--- src/rtl/tpu_array_pkg.sv ---
// Shared types and helpers for the systolic array input path.
package tpu_array_pkg;

    // Skewer control states.
    typedef enum logic [1:0] {
        SKEW_IDLE   = 2'd0,
        SKEW_STREAM = 2'd1,
        SKEW_DRAIN  = 2'd2
    } skew_state_t;

    // Number of register stages on lane r: lane 0 is delayed one cycle,
    // each following lane one cycle more, which forms the diagonal wavefront.
    function automatic int skew_depth(input int r);
        return r + 1;
    endfunction

endpackage

--- src/rtl/skew_delay_line.sv ---
// skew_delay_line: DEPTH-stage shift register of WIDTH-bit words with
// asynchronous active-low reset. The output is the input delayed DEPTH cycles.
module skew_delay_line #(
    parameter int WIDTH = 1,
    parameter int DEPTH = 1
) (
    input  logic             clk,
    input  logic             rst_n,
    input  logic [WIDTH-1:0] din,
    output logic [WIDTH-1:0] dout
);

    logic [WIDTH-1:0] stage_reg [DEPTH];

    // Shift one stage per cycle; reset clears every stage so nothing in flight survives.
    always_ff @(posedge clk or negedge rst_n) begin
        if (!rst_n) begin
            for (int i = 0; i < DEPTH; i++) begin
                stage_reg[i] <= '0;
            end
        end else begin
            stage_reg[0] <= din;
            for (int i = 1; i < DEPTH; i++) begin
                stage_reg[i] <= stage_reg[i-1];
            end
        end
    end

    assign dout = stage_reg[DEPTH-1];

endmodule

--- src/rtl/systolic_input_skewer.sv ---
// systolic_input_skewer: accepts one ROWS-wide vector per cycle, skews it
// diagonally onto the array data port (lane r delayed r+1 cycles), inserts
// zero bubbles on stall cycles and produces per-column result-valid tags.
// Optional build macro: SKEWER_PERF_COUNTERS_EN adds perf_vectors/perf_bubbles.
module systolic_input_skewer
    import tpu_array_pkg::*;
#(
    parameter int DATA_WIDTH  = 8,
    parameter int ROWS        = 8,
    parameter int COLUMNS     = ROWS,
    parameter int RESULT_BASE = ROWS
) (
    input  logic                       clk,
    input  logic                       rst_n,
    input  logic                       in_valid,
    output logic                       in_ready,
    input  logic                       in_last,
    input  logic [DATA_WIDTH*ROWS-1:0] in_data,
    output logic [DATA_WIDTH*ROWS-1:0] out_data,
    output logic [ROWS-1:0]            out_row_vld,
    output logic [COLUMNS-1:0]         res_valid,
    output logic                       busy
`ifdef SKEWER_PERF_COUNTERS_EN
    ,
    output logic [31:0]                perf_vectors,
    output logic [31:0]                perf_bubbles
`endif
);

    // Tag stage k (1-based) holds the handshake delayed k cycles; column c
    // reads stage RESULT_BASE+c, so the deepest stage is RESULT_BASE+COLUMNS-1.
    localparam int TAG_DEPTH = RESULT_BASE + COLUMNS - 1;
    localparam int CNT_W     = $clog2(ROWS + 1);

    skew_state_t      state_reg;
    skew_state_t      state_next;
    logic [CNT_W-1:0] drain_cnt_reg;
    logic [CNT_W-1:0] drain_cnt_next;
    logic             in_ready_reg;
    logic             in_ready_next;
    logic             handshake;
    logic [TAG_DEPTH-1:0] tag_chain;

    assign handshake = in_valid && in_ready_reg;
    assign in_ready  = in_ready_reg;

    // Next-state logic: the last vector of a batch blocks input for ROWS cycles
    // so the final wavefront clears the array before a new batch starts.
    always_comb begin
        state_next     = state_reg;
        drain_cnt_next = drain_cnt_reg;
        case (state_reg)
            SKEW_IDLE, SKEW_STREAM: begin
                if (handshake) begin
                    if (in_last) begin
                        state_next     = SKEW_DRAIN;
                        drain_cnt_next = CNT_W'(ROWS);
                    end else begin
                        state_next = SKEW_STREAM;
                    end
                end
            end
            SKEW_DRAIN: begin
                drain_cnt_next = drain_cnt_reg - CNT_W'(1);
                if (drain_cnt_reg == CNT_W'(1)) begin
                    state_next = SKEW_IDLE;
                end
            end
            default: begin
                state_next     = SKEW_IDLE;
                drain_cnt_next = '0;
            end
        endcase
        // Ready is registered: it follows the state being entered, never in_valid directly.
        in_ready_next = (state_next != SKEW_DRAIN);
    end

    // Control state register.
    always_ff @(posedge clk or negedge rst_n) begin
        if (!rst_n) begin
            state_reg     <= SKEW_IDLE;
            drain_cnt_reg <= '0;
            in_ready_reg  <= 1'b1;
        end else begin
            state_reg     <= state_next;
            drain_cnt_reg <= drain_cnt_next;
            in_ready_reg  <= in_ready_next;
        end
    end

    // One delay line per lane carrying {valid, data}; non-handshake cycles
    // inject an all-zero word so a bubble travels exactly like a real vector.
    generate
        for (genvar gi = 0; gi < ROWS; gi++) begin : g_lane
            logic [DATA_WIDTH-1:0] lane_data;
            logic [DATA_WIDTH:0]   lane_out;

            assign lane_data = handshake ? in_data[gi*DATA_WIDTH +: DATA_WIDTH] : '0;

            skew_delay_line #(
                .WIDTH (DATA_WIDTH + 1),
                .DEPTH (skew_depth(gi))
            ) u_lane_delay (
                .clk   (clk),
                .rst_n (rst_n),
                .din   ({handshake, lane_data}),
                .dout  (lane_out)
            );

            assign out_row_vld[gi]                          = lane_out[DATA_WIDTH];
            assign out_data[gi*DATA_WIDTH +: DATA_WIDTH]    = lane_out[DATA_WIDTH-1:0];
        end
    endgenerate

    // Result tag pipeline built from single-stage links so every stage is
    // visible for the in-flight check that drives busy.
    generate
        for (genvar gi = 0; gi < TAG_DEPTH; gi++) begin : g_tag
            logic tag_in;
            if (gi == 0) begin : g_head
                assign tag_in = handshake;
            end else begin : g_link
                assign tag_in = tag_chain[gi-1];
            end

            skew_delay_line #(
                .WIDTH (1),
                .DEPTH (1)
            ) u_tag_delay (
                .clk   (clk),
                .rst_n (rst_n),
                .din   (tag_in),
                .dout  (tag_chain[gi])
            );
        end

        for (genvar gi = 0; gi < COLUMNS; gi++) begin : g_res
            assign res_valid[gi] = tag_chain[RESULT_BASE-1+gi];
        end
    endgenerate

    // Weights may only be reloaded once no vector or result tag is in flight.
    assign busy = (state_reg != SKEW_IDLE) || (|tag_chain);

`ifdef SKEWER_PERF_COUNTERS_EN
    logic [31:0] perf_vectors_reg;
    logic [31:0] perf_bubbles_reg;

    // Free-running wrap-around counters of accepted vectors and stall bubbles.
    always_ff @(posedge clk or negedge rst_n) begin
        if (!rst_n) begin
            perf_vectors_reg <= '0;
            perf_bubbles_reg <= '0;
        end else begin
            if (handshake) begin
                perf_vectors_reg <= perf_vectors_reg + 32'd1;
            end
            if ((state_reg == SKEW_STREAM) && !handshake) begin
                perf_bubbles_reg <= perf_bubbles_reg + 32'd1;
            end
        end
    end

    assign perf_vectors = perf_vectors_reg;
    assign perf_bubbles = perf_bubbles_reg;
`endif

endmodule

--- config.mk ---
export PLATFORM = sky130hd
export DESIGN_NAME = systolic_input_skewer
export DESIGN_NICKNAME = d
export VERILOG_FILES = /design/src/rtl/tpu_array_pkg.sv /design/src/rtl/skew_delay_line.sv /design/src/rtl/systolic_input_skewer.sv
export SDC_FILE = /design/constraint.sdc
export NUM_CORES = 1
export LEC_CHECK = 0
export CORE_MARGIN = 5
export CORE_UTILIZATION = 52
export CTS_CLUSTER_DIAMETER = 50
export CTS_CLUSTER_SIZE = 16
export DETAILED_ROUTE_END_ITERATION = 16
export PLACE_DENSITY = 0.76
export SETUP_SLACK_MARGIN = 0.05
export SLEW_MARGIN = 20
export SYNTH_ARGS = -nofsm -noshare
export SYNTH_HDL_FRONTEND = slang
export SYNTH_SLANG_ARGS = --single-unit
--- constraint.sdc ---
create_clock -name clk -period 1.68 [get_ports clk]
set_input_delay 0.252 -clock clk [delete_from_list [all_inputs] [get_ports clk]]
set_output_delay 0.252 -clock clk [all_outputs]
set_load 0.03 [all_outputs]
==> metrics <==
Avg Cell Area, Syn=18.1 um^2; setup TNS=-0.488 ns; Post-Syn Area=8960 um^2; WP data required=1.43 ns; Post-synth EDFFs=0; Die X=141 um; first-pass GRT wire length=24000 um; Largest register FFs=224; final WL=14400 um; GR Util All Layers=0.152; CTS tree=built; crit path kind=reg2out; sequential area share after synthesis=0.866; final net count=688; Final GP Congestion=0.734; # DRC=0; DRT Pass-1 Iters=4; die height=141 um; vias in the first global route=4567; via count=3966; Starting Density=0.524; core area=17100 um^2; status=complete, but fails checks; Slew Limit Fails=0; Hold Crit Class=in2reg; row count=48; max cap viols=0; Post-synth ARST share=1.00; CTS max path bufs=3; Synth cell types=25; Die ar.=20000 um^2; final number of hold-violating endpoints=0; CP endpoint kind=primary output; Final HPWL DP=9120 um; pin count of the biggest net entering global routing=64; RSZ-0062 raised after global routing=yes; violated checks=negative setup slack; Worst Tran Pin Value=0.501 ns; IO Pins=150; min Tclk post-route=2.17 ns; final instance area=11300 um^2; worst-skew pair later-pin latency=0.52 ns; placed insts=812; Final ANT Viol Nets=0; post-route insts no fill=858; DR WL/cell=16.8 um; Synth Flop Type=dfrtp_1; CTS buffer count=27; grt total ovfl=0; Pwr Total=18000 uW; max_slew headroom=0.666; VDD IR max=0.00122 V; Seq cells post-synth=310; vias per cell=4.62; CP arrival=1.92 ns; Cells after Synth=495; most frequent cells in the layout=dfrtp_1, clkdlybuf4s50_1, dlygate4sd2_1; layout cells sized above 1=0.153; Final WS setup=-0.488 ns; DP Area=10400 um^2; leak pwr=0.00594 uW; CP Launch Type=flip-flop; syn_nets=565; Clock Sinks=310; DRT iter0 DRCs=131; most common cell after layout, fill and taps aside=dfrtp_1; Highest Clock Rate=0.461 GHz; clk root buf=clkbuf_16; CTS H-tree lvls=1; Final setup violation count=1; clk slew on worst S/H paths=0.06 ns; maximum fanout along the worst path=2; Warnings, synthesis=0; Area Overhead vs Synth=26.2%; PortBufs=149; final hold slack=0.146 ns; PwrDens=1590 nW/um^2; crit share post-route=1.29; clk_skew=0.0223 ns; ANT cells=0; initial antenna violation count=1
## metal layers
| metal | wire length, um | share of wire | track usage |
|---|---|---|---|
| met5 | 7 | 0.00048 | 0 |
| met4 | 258 | 0.018 | 0.0490 |
| met3 | 1180 | 0.081 | 0.0425 |
| met2 | 7520 | 0.52 | 0.256 |
| met1 | 5490 | 0.38 | 0.196 |
## synth_stat cells, types with 2 or more instances
library cell	count	area, um^2
buf_4	72	541
dfrtp_1	309	7730
a21oi_1	3	15.0
clkbuf_1	14	52.6
nor4_1	2	12.5
and3_1	64	400
nand2_1	4	15.0
inv_1	2	7.51
o21a_1	2	15.0
o21ai_0	4	20.0
nor2_1	4	15.0
ha_1	2	25.0
## path summary, 6_finish.rpt
kind | start | end | slack, ns | depth (start not counted)
max in group asynchronous | rst_n | g_lane[2].u_lane_delay.dout[1] | 0.71 | 3
max | g_lane[3].u_lane_delay.dout[8] | busy | -0.49 | 4
min | in_valid | g_lane[6].u_lane_delay.stage_reg[55] | 0.15 | 2
min in group asynchronous | rst_n | g_lane[7].u_lane_delay.stage_reg[33] | 0.28 | 2
min reg2reg | g_lane[6].u_lane_delay.stage_reg[57] | g_lane[6].u_lane_delay.stage_reg[48] | 0.33 | 0
max reg2reg | in_ready | drain_cnt_reg[3] | 0.39 | 4
## kinds of logic (layout without fill, tap and decap cells)
family                   count (synthesis)  in the layout  synth area share
AND/OR/NAND/NOR                         82             82            0.0560
adder cells (fa/ha/maj)                  2              2           0.00279
flip-flops                             310            310             0.866
buffers and inverters                   89            227            0.0676
AO/OA/AOI/OAI                           11             11           0.00712
XOR/XNOR                                 1              1          0.000977
## power by group
| group | total (uW) | switching, uW | internal [uW] |
|---|---|---|---|
| clock | 6390 | 2560 | 3820 |
| combinational | 2500 | 1530 | 967 |
| sequential | 9110 | 428 | 8680 |
## critical path, cell delays in order (launching register included)
cell and delay [ns]:
dfrtp_1 0.39, nor4_2 0.29, nand4_1 0.13, or4_4 0.44, buf_6 0.15
## per-stage QoR
step | setup WS (ns) | utilization
after floorplan | 0.105 | -
after global placement | -0.377 | 0.609
after detailed placement | -0.378 | 0.609
after CTS | -0.495 | 0.662
after global routing | -0.609 | 0.661
final | -0.488 | 0.661
## area by class of cell
type	instances	area, um^2
inverter	2	7.51
fill	1142	5800
multi-input combinational	96	616
tap	225	282
timing repair buffer	181	1710
sequential	310	7760
clock buffer	31	711
clock inverter	13	226
## repair_timing
action	in CTS	in global routing
endpoints found under the hold margin	53	0
hold buffers	1	0
gates resized for setup	120	6
cloned	0	0
setup endpoints to repair	82	4
pin swaps	3	0
setup buffers	1	0
Power figures use the tool's default switching activity.
